$ cat config.mk
export PLATFORM = sky130hd
export DESIGN_NAME = jk_bank_sequencer
export DESIGN_NICKNAME = d
export VERILOG_FILES = /design/src/rtl/jk_bank_sequencer_pkg.sv /design/src/rtl/jk_op_decode.sv /design/src/rtl/jk_bank_sequencer.sv
export SDC_FILE = /design/constraint.sdc
export NUM_CORES = 1
export LEC_CHECK = 0
export BUFFER_PORTS_ARGS = -buffer_cell sky130_fd_sc_hd__buf_2
export CAP_MARGIN = 40
export CORE_ASPECT_RATIO = 1.4
export CORE_MARGIN = 2
export CORE_UTILIZATION = 54
export CTS_CLUSTER_DIAMETER = 30
export DETAILED_ROUTE_END_ITERATION = 10
export PLACE_DENSITY = 0.89
export SKIP_CTS_REPAIR_TIMING = 1
export SLEW_MARGIN = 20
export SYNTH_ARGS = -nofsm -noshare
export SYNTH_HDL_FRONTEND = slang
export SYNTH_SLANG_ARGS = --single-unit
export TNS_END_PERCENT = 1
$ cat constraint.sdc
create_clock -name clk -period 2.9 [get_ports clk]
set_input_delay 0.29 -clock clk [delete_from_list [all_inputs] [get_ports clk]]
set_output_delay 0.29 -clock clk [all_outputs]
set_load 0.02 [all_outputs]
$ cat src/rtl/jk_bank_sequencer_pkg.sv
// jk_bank_sequencer_pkg
//   Shared definitions for the JK bank sequencer: operation and FSM state
//   encodings, bank geometry, and the two-requester round-robin pick.
package jk_bank_sequencer_pkg;

    localparam int WORDS = 4;   // bank depth, address is 2 bits
    localparam int AW    = 2;

    typedef enum logic [1:0] {
        OP_LOAD = 2'b00,
        OP_SET  = 2'b01,
        OP_CLR  = 2'b10,
        OP_TGL  = 2'b11
    } op_e;

    typedef enum logic [1:0] {
        ST_IDLE  = 2'b00,
        ST_DRIVE = 2'b01,
        ST_CHECK = 2'b10
    } state_e;

    // Winner id for a two-bit request vector. On a tie the requester that
    // was not served last wins.
    function automatic logic rr_pick(input logic [1:0] req, input logic last);
        logic w;
        case (req)
            2'b01:   w = 1'b0;
            2'b10:   w = 1'b1;
            2'b11:   w = ~last;
            default: w = 1'b0;
        endcase
        return w;
    endfunction

endpackage

$ cat src/rtl/jk_op_decode.sv
// jk_op_decode
//   Combinational translation of one bit-wise operation into JK drive and
//   the value the word should hold afterwards.
//   op       : operation (load/set/clear/toggle)
//   d        : operand / bit mask
//   old      : word value before the operation
//   j, k     : per-bit JK drive for one clock
//   expected : word value after the JK update
module jk_op_decode
    import jk_bank_sequencer_pkg::*;
#(
    parameter int WIDTH = 8
) (
    input  op_e              op,
    input  logic [WIDTH-1:0] d,
    input  logic [WIDTH-1:0] old,
    output logic [WIDTH-1:0] j,
    output logic [WIDTH-1:0] k,
    output logic [WIDTH-1:0] expected
);

    always_comb begin
        j        = '0;
        k        = '0;
        expected = old;
        case (op)
            // j=d, k=~d forces every bit, so the whole word becomes d.
            OP_LOAD: begin j = d;  k = ~d; expected = d;        end
            OP_SET:  begin j = d;  k = '0; expected = old | d;  end
            OP_CLR:  begin j = '0; k = d;  expected = old & ~d; end
            OP_TGL:  begin j = d;  k = d;  expected = old ^ d;  end
            default: ;
        endcase
    end

endmodule

$ cat src/rtl/jk_bank_sequencer.sv
// jk_bank_sequencer
//   Arbitrates two requesters round-robin onto a four-word JK register bank,
//   drives the selected word for one clock, then reads it back and reports
//   whether it holds the expected value.
//   clk, clear        : rising-edge clock, async active-high reset
//   req[1:0]          : per-requester request, held until ack
//   op0/op1           : operation per requester
//   addr0/addr1       : target word per requester
//   data0/data1       : operand / mask per requester
//   ack[1:0]          : one-cycle completion pulse to the served requester
//   err               : with ack, 1 = read-back mismatch
//   bank_sel          : one-hot word enable (DRIVE only)
//   bank_j, bank_k    : shared JK drive (DRIVE only)
//   bank_q            : Q of all words, word w at [w*WIDTH +: WIDTH]
//   bank_clr          : bank clear, follows clear
module jk_bank_sequencer
    import jk_bank_sequencer_pkg::*;
#(
    parameter int WIDTH = 8,
    parameter int WORDS = jk_bank_sequencer_pkg::WORDS
) (
    input  logic                   clk,
    input  logic                   clear,
    input  logic [1:0]             req,
    input  logic [1:0]             op0,
    input  logic [1:0]             op1,
    input  logic [1:0]             addr0,
    input  logic [1:0]             addr1,
    input  logic [WIDTH-1:0]       data0,
    input  logic [WIDTH-1:0]       data1,
    output logic [1:0]             ack,
    output logic                   err,
    output logic [WORDS-1:0]       bank_sel,
    output logic [WIDTH-1:0]       bank_j,
    output logic [WIDTH-1:0]       bank_k,
    input  logic [WORDS*WIDTH-1:0] bank_q,
    output logic                   bank_clr
);

    state_e           state, state_d;
    logic             last;       // id served most recently
    logic             cap_id;
    op_e              cap_op;
    logic [AW-1:0]    cap_addr;
    logic [WIDTH-1:0] cap_data;
    logic [WIDTH-1:0] cap_old;

    logic             grant;
    logic             start;
    logic [AW-1:0]    sel_addr;
    logic [WIDTH-1:0] new_word;   // bank word at the arbitrating addr
    logic [WIDTH-1:0] rd_word;    // bank word at the captured addr
    logic [WIDTH-1:0] dec_j, dec_k, dec_exp;

    assign bank_clr = clear;

    assign grant    = rr_pick(req, last);
    assign start    = (state == ST_IDLE) && (req != 2'b00);
    assign sel_addr = grant ? addr1 : addr0;
    assign new_word = bank_q[int'(sel_addr)*WIDTH +: WIDTH];
    assign rd_word  = bank_q[int'(cap_addr)*WIDTH +: WIDTH];

    jk_op_decode #(.WIDTH(WIDTH)) u_dec (
        .op       (cap_op),
        .d        (cap_data),
        .old      (cap_old),
        .j        (dec_j),
        .k        (dec_k),
        .expected (dec_exp)
    );

    always_ff @(posedge clk or posedge clear) begin
        if (clear) begin
            state <= ST_IDLE;
        end else begin
            state <= state_d;
        end
    end

    // Request capture and arbitration history. old is snapshotted here so
    // the expected value reflects the word before the DRIVE edge.
    always_ff @(posedge clk or posedge clear) begin
        if (clear) begin
            last     <= 1'b1;
            cap_id   <= 1'b0;
            cap_op   <= OP_LOAD;
            cap_addr <= '0;
            cap_data <= '0;
            cap_old  <= '0;
        end else if (start) begin
            last     <= grant;
            cap_id   <= grant;
            cap_op   <= op_e'(grant ? op1 : op0);
            cap_addr <= sel_addr;
            cap_data <= grant ? data1 : data0;
            cap_old  <= new_word;
        end
    end

    always_comb begin
        state_d  = state;
        bank_sel = '0;
        bank_j   = '0;
        bank_k   = '0;
        ack      = 2'b00;
        err      = 1'b0;
        case (state)
            ST_IDLE: begin
                if (req != 2'b00) state_d = ST_DRIVE;
            end
            ST_DRIVE: begin
                bank_sel[cap_addr] = 1'b1;
                bank_j             = dec_j;
                bank_k             = dec_k;
                state_d            = ST_CHECK;
            end
            ST_CHECK: begin
                // The bank updated on the edge that ended DRIVE, so bank_q
                // already shows the result here.
                ack[cap_id] = 1'b1;
                err         = (rd_word != dec_exp);
                state_d     = ST_IDLE;
            end
            default: state_d = ST_IDLE;
        endcase
    end

endmodule

==> impl_metrics.ini <==
[synth]
ys_types = 30
synth_nets = 323
synth_top_cell_by_area = dfrtp_1
synth.avg_cell_area_um2 = 9.13
ys_seq_area_frac = 0.267
synth_async_sr_flop_share = 1.00
synthFlopType = dfrtp_1
ys_ff_latch = 24
synth_top_area_frac = 0.255
yosys_warnings = 0
synth_area_leaders = dfrtp_1 26%, mux4_2 16%, ha_1 8.9%, mux2i_1 8.0%, inv_1 4.8%
synth_edf_count = 0
syn_inst = 247
syn_area_mm2 = 0.00226

[finish]
n_antenna_cell = 0
area_delta_synth_final_pct = 22.6
multi_input_area_mm2 = 0.00145
regArea_um2 = 602
finalNonFillerCells = 365
fin_area_mm2 = 0.00277
fin_nets = 399
drive_gt1_frac = 0.354
n_fill_cell = 317

[placed_design]
dp_hpwl_um = 4720
place.gp.congestion = 0.881
place_inst = 361
io_buffers = 83
place_area_mm2 = 0.00269

[critical_path]
startpoint_type = flip-flop
reg2reg_depth = 5
cp_cell_sequence = inv_1 > ha_1 > mux4_2 > xor2_1 > nor4_1 > a21oi_1 > buf_2
worst-path-max-fanout = 6
crit_type = reg -> out
path_buf_inv = 2
cp-end-kind = output pin
reg2reg_slack_ns = 0.90
critPathRequiredTime_ns = 2.61
r2r_start = last
path_delay_family = multiplexers
rr_endpoint = cap_old[3]
cp_data_arrival_time_ns = 2.34
crit_slowest_cell = mux4_2
slowest_delay_ns = 0.50

[routing]
wirelength_um = 5760
drt-initial-drc-count = 64
dr.pass1.iters = 7
wl_per_cell_um = 15.8
vias_per_cell = 5.65
num_vias = 2061
antenna_left = 0
route.detailed.drc = 3

[die]
initial_utilization = 0.566
io_pins = 84
rows = 27
core_mm2 = 0.00399
dieHeight_um = 80.5
die_area_mm2 = 0.00472
die_x_um = 58.6

[timing]
final.min_clock_period_ns = 2.63
setup_viol = 0
relSlewSlack = 0.605
drv_slew = 0
final.setup_skew_ns = 0.00574
rsz0062_at_grt = false
hold_viol_final = 0
fmax_mhz = 380
fin_setup_tns_ns = 0
hold_slack_ns = 0.0161
tightest_slew_ns = 0.593
period_share = 0.906

[clock_network]
clk_pin_slew_ns = 0.09
clk_latency_ns = 0.28
cts.sinks = 24
htreeDepth = 1
cts_max_path_buffers = 2
clockRootBuffer = clkbuf_8
cts_tree = done
cts_made_buffers = 3

[power_and_ir_drop]
comb_power_share = 0.615
power.switching_uw = 1310
p_per_area_mw_per_mm2 = 1020
power.share.clock = 0.108
ir_drop_mv = 0.748
leakagePower_uw = 0.00147
internal-power_uw = 1500
p_sw_frac = 0.466
seqPwrFrac = 0.277

[global_routing]
track_usage = 0.259
grt_max_degree = 42
grt_pass1_vias = 2058
grt_antenna_before_repair = 0
grt_pass1_wl_um = 9180
overflow = 0

[outcome]
violations = DRC
status = complete, but fails checks

[worst_hold_path]
min_path_type = in -> async

[flow_run]
drv_cap = 0
[through the flow]
step | setup slack [ns] | utilization | total power (uW)
floorplan | 0.816 | - | 2040
finish | 0.271 | 0.694 | 2810
global placement | 0.598 | 0.669 | 2370
detailed placement | 0.568 | 0.676 | 2500
global route | 0.0992 | 0.694 | 3050
CTS | 0.262 | 0.694 | 2820
[worst reg2reg max path: cells and delay by family, from the launching register on]
kind | cells | cell delay [ns]
muxes | 1 | 0.52
AOI/OAI and AO/OA | 4 | 0.83
DFF | 1 | 0.56
[how the worst max path moves through the flow]
stage	from	end	slack, ns	cells after the start
2_1_floorplan	cap_data[1]	err	0.82	6
3_3_place_gp	cap_addr[1]	err	0.60	5
3_5_place_dp	cap_addr[1]	err	0.57	5
4_1_cts	cap_addr[1]	err	0.26	5
5_1_grt	cap_addr[1]	err	0.1	5
6_report	cap_data[3]	err	0.27	7
[power groups by stage]
stage	clock network, uW	logic [uW]	registers, uW
floorplan	0	1400	638
finish	303	1730	779
global placement	0	1610	766
CTS	302	1730	784
detailed placement	0	1710	788
global route	318	1910	820
[routing by layer]
metal  share of wire  GRT usage  wire, um  vias to the layer above
met5               0          0         0                        -
li1                -          -         -                     1007
met3           0.042     0.0370       239                        9
met2            0.58      0.509      3310                       59
met4           0.018     0.0864       106                        0
met1            0.36      0.271      2100                      986
[cell families after synthesis]
group / count (synthesis) / share of synthesized area
AO/OA/AOI/OAI: 51 / 0.131
XOR/XNOR: 8 / 0.0311
adder cells (fa/ha/maj): 16 / 0.0887
buffers and inverters: 47 / 0.0926
flip-flops: 24 / 0.267
multiplexers: 37 / 0.262
AND/OR/NAND/NOR: 64 / 0.128
[cells in the mapped netlist, types with 4 or more instances]
cell	n
buf_2	5
o21ai_0	17
o21ai_1	4
clkbuf_1	8
nand2_1	29
ha_1	16
dfrtp_1	23
nor3_1	9
nor2_1	12
mux4_2	16
a22o_1	8
inv_1	29
a21oi_1	19
xor2_1	8
mux2i_1	18
and2_1	8
[final cells by class]
type / instances / area share
multi-input cells: 176 / 0.524
flip-flops and latches: 24 / 0.218
repair buffers: 89 / 0.174
inverters: 29 / 0.0394
well taps: 43 / 0.0195
clock buffers: 3 / 0.0149
clock inverters: 1 / 0.0109
[state kept, by name, summed over array words and instances (netlist names)]
name      flops
cap_op        2
last          1
cap_data      8
cap_old       8
state         2
cap_id        1
cap_addr      2
[placed cells by master, fill, tap and decap left out]
| cell | instances |
|---|---|
| a21bo_1 | 1 |
| a21oi_1 | 19 |
| a22o_1 | 8 |
| a31oi_1 | 1 |
| and2_1 | 8 |
| and3_1 | 1 |
| buf_16 | 1 |
| buf_2 | 83 |
| buf_4 | 5 |
| bufinv_16 | 1 |
| clkbuf_8 | 3 |
| dfrtp_1 | 23 |
| dfstp_2 | 1 |
| ha_1 | 16 |
| inv_1 | 29 |
| mux2_4 | 1 |
| mux2i_1 | 18 |
| mux2i_2 | 1 |
| mux2i_4 | 1 |
| mux4_2 | 16 |
| nand2_1 | 29 |
| nand2b_1 | 2 |
| nor2_1 | 12 |
| nor3_1 | 9 |
| nor3b_1 | 1 |
| nor4_1 | 2 |
| o21ai_0 | 17 |
| o21ai_1 | 3 |
| o21ai_2 | 1 |
| o32ai_1 | 1 |
| xor2_1 | 8 |
(Power assumes the default switching activity.)
